**src/rtl/priority_decoder_if.sv**
```systemverilog
// priority_decoder_if: encoded-code input stream and one-hot output bundle of the decoder
interface priority_decoder_if;
    logic [2:0] xin;
    logic       v;
    logic       in_ready;
    logic [7:0] d;
    logic       d_valid;
    logic       busy;
    modport master (output xin, v, input in_ready, d, d_valid, busy);
    modport slave (input xin, v, output in_ready, d, d_valid, busy);
endinterface

```
**src/rtl/priority_decoder.sv**
```systemverilog
// priority_decoder: registered 3-to-8 decoder holding each code for PULSE_LEN cycles with a one-entry pending buffer
module priority_decoder #(
    parameter int PULSE_LEN = 4
) (
    input logic clk,
    input logic rst_n,
    priority_decoder_if.slave bus
);
    typedef enum logic {IDLE, DRIVE} state_t;
    localparam logic [3:0] LAST = 4'(PULSE_LEN - 1);
    state_t state, state_nx;
    logic [2:0] code_q, code_nx, pend_code, pend_code_nx;
    logic [3:0] cnt, cnt_nx;
    logic pend_valid, pend_valid_nx, accept;
    assign accept = bus.v && !pend_valid;
    always_ff @(posedge clk or negedge rst_n) begin
        if (!rst_n) begin
            state <= IDLE;
            code_q <= '0;
            cnt <= '0;
            pend_code <= '0;
            pend_valid <= 1'b0;
        end else begin
            state <= state_nx;
            code_q <= code_nx;
            cnt <= cnt_nx;
            pend_code <= pend_code_nx;
            pend_valid <= pend_valid_nx;
        end
    end
    always_comb begin
        state_nx = state;
        code_nx = code_q;
        cnt_nx = cnt;
        pend_code_nx = pend_code;
        pend_valid_nx = pend_valid;
        if (state == IDLE) begin
            if (accept) begin
                code_nx = bus.xin;
                cnt_nx = LAST;
                state_nx = DRIVE;
            end
        end else if (cnt != 4'd0) begin
            cnt_nx = cnt - 4'd1;
            if (accept) begin
                pend_code_nx = bus.xin;
                pend_valid_nx = 1'b1;
            end
        end else if (pend_valid) begin
            code_nx = pend_code;
            pend_valid_nx = 1'b0;
            cnt_nx = LAST;
        end else if (accept) begin
            // empty buffer on the last cycle: load straight into the drive register
            code_nx = bus.xin;
            cnt_nx = LAST;
        end else begin
            state_nx = IDLE;
        end
    end
    assign bus.in_ready = !pend_valid;
    assign bus.d = (state == DRIVE) ? 8'b1 << code_q : 8'h00;
    assign bus.d_valid = state == DRIVE;
    assign bus.busy = state == DRIVE || pend_valid;
endmodule
```
**src/flat_wrapper.sv**
```systemverilog
// flat-port wrapper written by rule: the top's interface ports become plain ports
module priority_decoder_flat 
#(
    parameter int PULSE_LEN = 4
)
  (clk, rst_n, bus_xin, bus_v, bus_in_ready, bus_d, bus_d_valid, bus_busy);
  priority_decoder_if bus_i ();
  input logic clk;
  input logic rst_n;
  input wire logic [$bits(bus_i.xin)-1:0] bus_xin;
  input wire logic [$bits(bus_i.v)-1:0] bus_v;
  output wire logic [$bits(bus_i.in_ready)-1:0] bus_in_ready;
  output wire logic [$bits(bus_i.d)-1:0] bus_d;
  output wire logic [$bits(bus_i.d_valid)-1:0] bus_d_valid;
  output wire logic [$bits(bus_i.busy)-1:0] bus_busy;
  assign bus_i.xin = bus_xin;
  assign bus_i.v = bus_v;
  assign bus_in_ready = bus_i.in_ready;
  assign bus_d = bus_i.d;
  assign bus_d_valid = bus_i.d_valid;
  assign bus_busy = bus_i.busy;
  priority_decoder #(.PULSE_LEN(PULSE_LEN)) u_core (.clk(clk), .rst_n(rst_n), .bus(bus_i));
endmodule
```
**config.mk**
```make
export PLATFORM = sky130hd
export DESIGN_NAME = priority_decoder_flat
export DESIGN_NICKNAME = d
export VERILOG_FILES = /design/src/rtl/priority_decoder_if.sv /design/src/rtl/priority_decoder.sv /design/src/flat_wrapper.sv
export SDC_FILE = /design/constraint.sdc
export NUM_CORES = 1
export LEC_CHECK = 0
export CORE_ASPECT_RATIO = 1.2
export CORE_UTILIZATION = 35
export CTS_CLUSTER_SIZE = 16
export DETAILED_ROUTE_END_ITERATION = 16
export HOLD_SLACK_MARGIN = 0.02
export PLACE_DENSITY = 0.7
export SETUP_SLACK_MARGIN = 0.5
export SLEW_MARGIN = 30
export SYNTH_ARGS = -nofsm -noshare
export SYNTH_HDL_FRONTEND = slang
export SYNTH_SLANG_ARGS = --single-unit
```
**constraint.sdc**
```tcl
create_clock -name clk -period 1.5 [get_ports clk]
set_input_delay 0.225 -clock clk [delete_from_list [all_inputs] [get_ports clk]]
set_output_delay 0.225 -clock clk [all_outputs]
set_load 0.005 [all_outputs]
```
# Word-level counts from Yosys, hierarchy flattened

Cells that the tools add are included.

Reduce and logical (&&, ||, !) cells: 6
Shift-type cells: 1
Div/mod/pow operators: 0
Order comparisons: 0
$mul: 0
Add/sub/neg operators: 1
Equality and inequality tests: 2
Multiplexer cells: 15
Bitwise gates (word level): 0

Operator list:

| operator                                          | count |
|---|---|
| 2-to-1 mux 4 bit                                  | 4 |
| 2-to-1 mux 3 bit                                  | 4 |
| 2-to-1 mux 8 bit                                  | 1 |
| left shift 1 x 3 -> 8 bit (first input constant)  | 1 |
| 2-to-1 mux 1 bit                                  | 6 |
| nonzero test 4 bit                                | 1 |
| subtractor 4 x 1 -> 4 bit (second input constant) | 1 |
| AND reduction 3 bit                               | 1 |
| != test 2 x 1 -> 1 bit (second input constant)    | 1 |
| != test 2 bit (second input constant)             | 1 |
| AND reduction 2 bit                               | 1 |
| logical AND 1 bit                                 | 1 |
| zero test 1 bit                                   | 1 |
| logical OR 1 bit                                  | 1 |

Memory bits (writable): 0
Bits of input ports: 6
Output and inout port bits: 11
Bits in latches: 0
Memories kept: 0
Memory bits (read-only): 0
Logic and storage cells: 30
Bits in registers: 12

# Depth between registers and ports, before layout

Word-level depth: 6
Gate-level depth with buffers: 5

# Worst setup path after synthesis

No wires, ideal clock.

Path type: reg-to-reg
From: register u_core.cnt[0]
To: register u_core.pend_code[0]
Data required time: 1,375 ps
Data arrival time: 1,411 ps
Path buffers: 0
Cell stages (with the launch flop): 6
Slack: -36 ps
Cell sequence: dfrtp_1 -> inv_1 -> ha_1 -> nor3b_2 -> or3_4 -> mux2_4

Cells in the longest elaborated chain, start to end: 2

RTL lines:

| element                       | line                   | RTL |
|---|---|---|
| start, declared               | priority_decoder.sv:13 | `logic [3:0] cnt, cnt_nx;` |
| start signal, assigned        | priority_decoder.sv:26 | `cnt <= cnt_nx;` |
| nonzero test 4 bit            | priority_decoder.sv:43 | `end else if (cnt != 4'd0) begin` |
| AND reduction 3 bit (no line) | -                      |  |
| end signal, assigned          | priority_decoder.sv:27 | `pend_code <= pend_code_nx;` |
| end, declared                 | priority_decoder.sv:12 | `logic [2:0] code_q, code_nx, pend_code, pend_code_nx;` |

No other way between the ends.
A chain may end at the register's enable or synchronous reset.

# Worst setup path after layout

From: register u_core.pend_valid
To: register u_core.pend_code[2]

Cells in the longest elaborated chain, start to end: 3

RTL lines:

| element                       | line                   | RTL |
|---|---|---|
| start, declared               | priority_decoder.sv:14 | `logic pend_valid, pend_valid_nx, accept;` |
| start signal, assigned        | priority_decoder.sv:28 | `pend_valid <= pend_valid_nx;` |
| zero test 1 bit               | priority_decoder.sv:15 | `assign accept = bus.v && !pend_valid;` |
| logical AND 1 bit             | priority_decoder.sv:15 |  |
| AND reduction 3 bit (no line) | -                      |  |

No other way between the ends.

==> results.md <==
* First-pass GRT wire length at roughly 3.2 mm
* DRT Pass-1 Iters at 4
* Switching share of power at 37.13%
* Antenna viol nets, final at 0
* Maxcap violations at 0
* Maximum fanout along the worst path at 5
* Max H-tree Level at 1
* Final clock period utilization by the worst path at 100.8%
* Slowest Stage Delay on Critical Path at around 0.40 ns
* Remaining Overflow, GRT at 0
* FF-to-FF Start: u_core.pend_valid
* WL met2 at 1.192 mm
* DR iter-0 viols at 16
* Fin crit period at 1.512 ns
* Count leader, synth: dfrtp_1
* Worst hold path class: primary input to asynchronous set/reset pin
* Failing checks: negative setup slack
* Die X-Extent at 42.15 µm
* Routed wl met3 at approximately 58 µm
* Drt via density at 5.463
* Comb power frac at 71.1%
* Final WS setup at -0.01241 ns
* Detailed Place HPWL at 1.138 mm
* Top routing layer used: met4
* Pint at between 0.0015 and 0.002 W
* Initial antenna violation count at 0
* Largest net degree at the start of global routing at 13
* Clock power frac at 6.5%
* Syn Inst Count at 67
* Number of global-route vias before repair at between 700 and 800
* CP Class: register to register
* Worst R2R Path Depth at 4
* Async S/R FF share, synth at 100.0%
* Critical Path Source: u_core.pend_valid
* Fin. max-slew vios at 0
* LEAKAGE at 0.6139 nW
* Post-synthesis xor/xnor area fraction at 0%
* Die area at around 2100 µm²
* Distinct cell type count after synthesis at 29
* Post-Syn Area per Cell at 10.10 µm²
* Req. time, crit path at 1.66 ns
* Synth Area in Simple Gates at 22.74%
* DRC Markers at 0
* Final WL at 2.033 mm
* Clock transition at path regs at 0.07 ns
* Commonest cells post-synth: dfrtp_1 (12), nor2_1 (7), nand2_1 (6)
* Hold Violations, Final at 0
* Top cell type's share of synthesized area at 44.36%
* Critical path data arrival time at 1.68 ns
* GPL Wtd Cong at 0.7960
* Status: complete, but fails checks
* Core Rows at 17
* Via count at 743
* Reg power frac at about 22%
* Layout fillers at 131
* CTS tree: done
* Starting Density at 37.00%
* Tightest Pin Transition at 0.5627 ns
* Hold Slack at 0.3087 ns
* Power Density at 2370 nW/µm²
* Number of synthesized flops with an enable pin at 0
* Top post-synthesis cells by area: dfrtp_1 (44%), mux2_4 (6.7%), o22ai_1 (4.6%)
* Final #Nets at 126
* Post-Synth Adder-Cell Area at 1.848%
* Crit end category: register
* Ys flop type: dfrtp_1
* Design Power at 0.003028 W
* CP Buf/Inv Count at 1
* IO Pins at 17
* Netlist Area Pre-Place at 676.9 µm²
* Crit path max-delay family: simple AND/OR/NAND/NOR gates
* Post-Route Skew at 0.002553 ns
* Core Footprint at between 1500 and 2000 µm²
* FF/Latch Area at 304.0 µm²
* Unrepaired setup endpoints after global routing: true
* Slowest CP cell: or3_4
* Hold-fix buffers, CTS at 0
* Root Driver: clkbuf_4
* Switching power at 0.001124 W
* Reg2reg end: u_core.pend_code[2]
* R2R setup slack at -0.01 ns
* Synth warnings at 0
* Rel. slew slack at 62.37%
* PortBufs at 16
* Largest family of logic cells by synthesized area: simple AND/OR/NAND/NOR gates
* Worst vdd ir at approximately 1.8 mV
* Met1 Routed Length at 743 µm
* Syn_nets at 74
* Mux share of post-synthesis cell area at around 8.3%
* Sequential share of the synthesized area at between 40% and 50%
* Peak Freq at 0.6612 GHz
* Setup violations, final at 3
* Synth Area in Compound Gates at ~18%
* CP Cell Sequence: buf_4 -> nand2b_4 -> or3_4 -> mux2_4
* #FFs+latches synth at 12
* CTS Sinks at 12
* Multi-input gate area at 480.5 µm²
* Finished Core Util at 69.84%
* Cts bufs inserted at 3
* Clk_lat worst skew at 0.28 ns
* Layout cells sized above 1 at 71.79%
* Layout area overhead at 88.73%
* WL per Instance at 14.95 µm
* Longest Clk Path Bufs at 2
* CP startpoint kind: register
* Diode count at 0
* Die H at 50.18 µm
* Area leader, netlist: dfrtp_1
* Total track usage at 20.56%
worst max-delay path by stage:
| stage | end | slack, ns | cells past startpoint |
|---|---|---|---|
| after floorplan | u_core.pend_code[0] | -0.02 | 5 |
| after global placement | u_core.pend_code[1] | -0.09 | 4 |
| after detailed placement | u_core.pend_code[0] | -0.11 | 4 |
| after CTS | u_core.pend_code[1] | 0.01 | 5 |
| after global routing | u_core.pend_code[1] | -0.05 | 5 |
| final | u_core.pend_code[2] | -0.01 | 4 |
through the flow:
stage	setup WS, ns	cells	area (µm²)	TNS (ns)
global route	-0.04927	136	1277	-0.2502
finish	-0.01241	136	1277	-0.02664
detailed placement	-0.1068	110	955.9	-0.4436
CTS	0.01218	132	1180	0
global placement	-0.09194	110	955.9	-0.3771
floorplan	-0.02047	67	715.7	-0.06140
worst register-to-register path, cell delays in order, from the launching register on:
cell,delay (ns)
dfrtp_1,0.39
buf_4,0.16
nand2b_4,0.14
or3_4,0.40
mux2_4,0.31
registers in the layout, summed over array words and instances (netlist names):
signal,flops
u_core.cnt,4
u_core.code_q,3
u_core.pend_code,3
u_core.bus.d_valid,1
u_core.pend_valid,1
power groups by stage:
stage | Clock [W] | Combinational [W] | Sequential (W)
after floorplan | 0 | 0.000760 | 0.000621
after global placement | 0 | 0.00120 | 0.000655
after detailed placement | 0 | 0.00123 | 0.000662
after CTS | 0.000200 | 0.00182 | 0.000656
after global routing | 0.000217 | 0.00232 | 0.000700
final | 0.000198 | 0.00215 | 0.000677
timing repair:
action,in CTS,in global routing
gates cloned,0,0
pin swaps,13,9
endpoints found under the hold margin,0,0
resized for setup,69,23
setup buffers,19,4
setup endpoints to repair,23,23
cells by family (layout without fill, tap and decap cells):
| kind of cell | count (synthesis) | after routing |
|---|---|---|
| simple gates | 26 | 26 |
| mux | 4 | 4 |
| buf+inv | 7 | 57 |
| flops | 12 | 12 |
| fa+ha+maj | 1 | 1 |
| compound gates | 17 | 17 |
layout make-up:
class	instances	share of cell area [%]
multi-input combinational	48	37.61
timing repair buffer	49	33.30
sequential	12	23.80
tap	19	1.861
clock buffer	3	1.763
inverter	5	1.665
metal layers:
metal  global-route usage [%]  vias to the layer above
met5                        0                        -
met4                    9.375                        0
met3                    3.237                        5
met2                    40.36                       18
met1                    20.74                      374
li1                         -                      346
placed cells by master (no fill, tap or decap), types with 3 or more instances in the layout:
cell type / synthesis / routed
dfrtp_2: 0 / 3
nand2_4: 0 / 4
clkbuf_4: 0 / 3
nand2b_4: 1 / 3
nor2_1: 7 / 3
buf_6: 1 / 18
mux2_4: 3 / 4
buf_4: 0 / 17
o22ai_1: 5 / 4
buf_2: 1 / 8
clkdlybuf4s50_1: 0 / 5
inv_2: 0 / 4
dfrtp_1: 12 / 9
(Power assumes the default switching activity.)
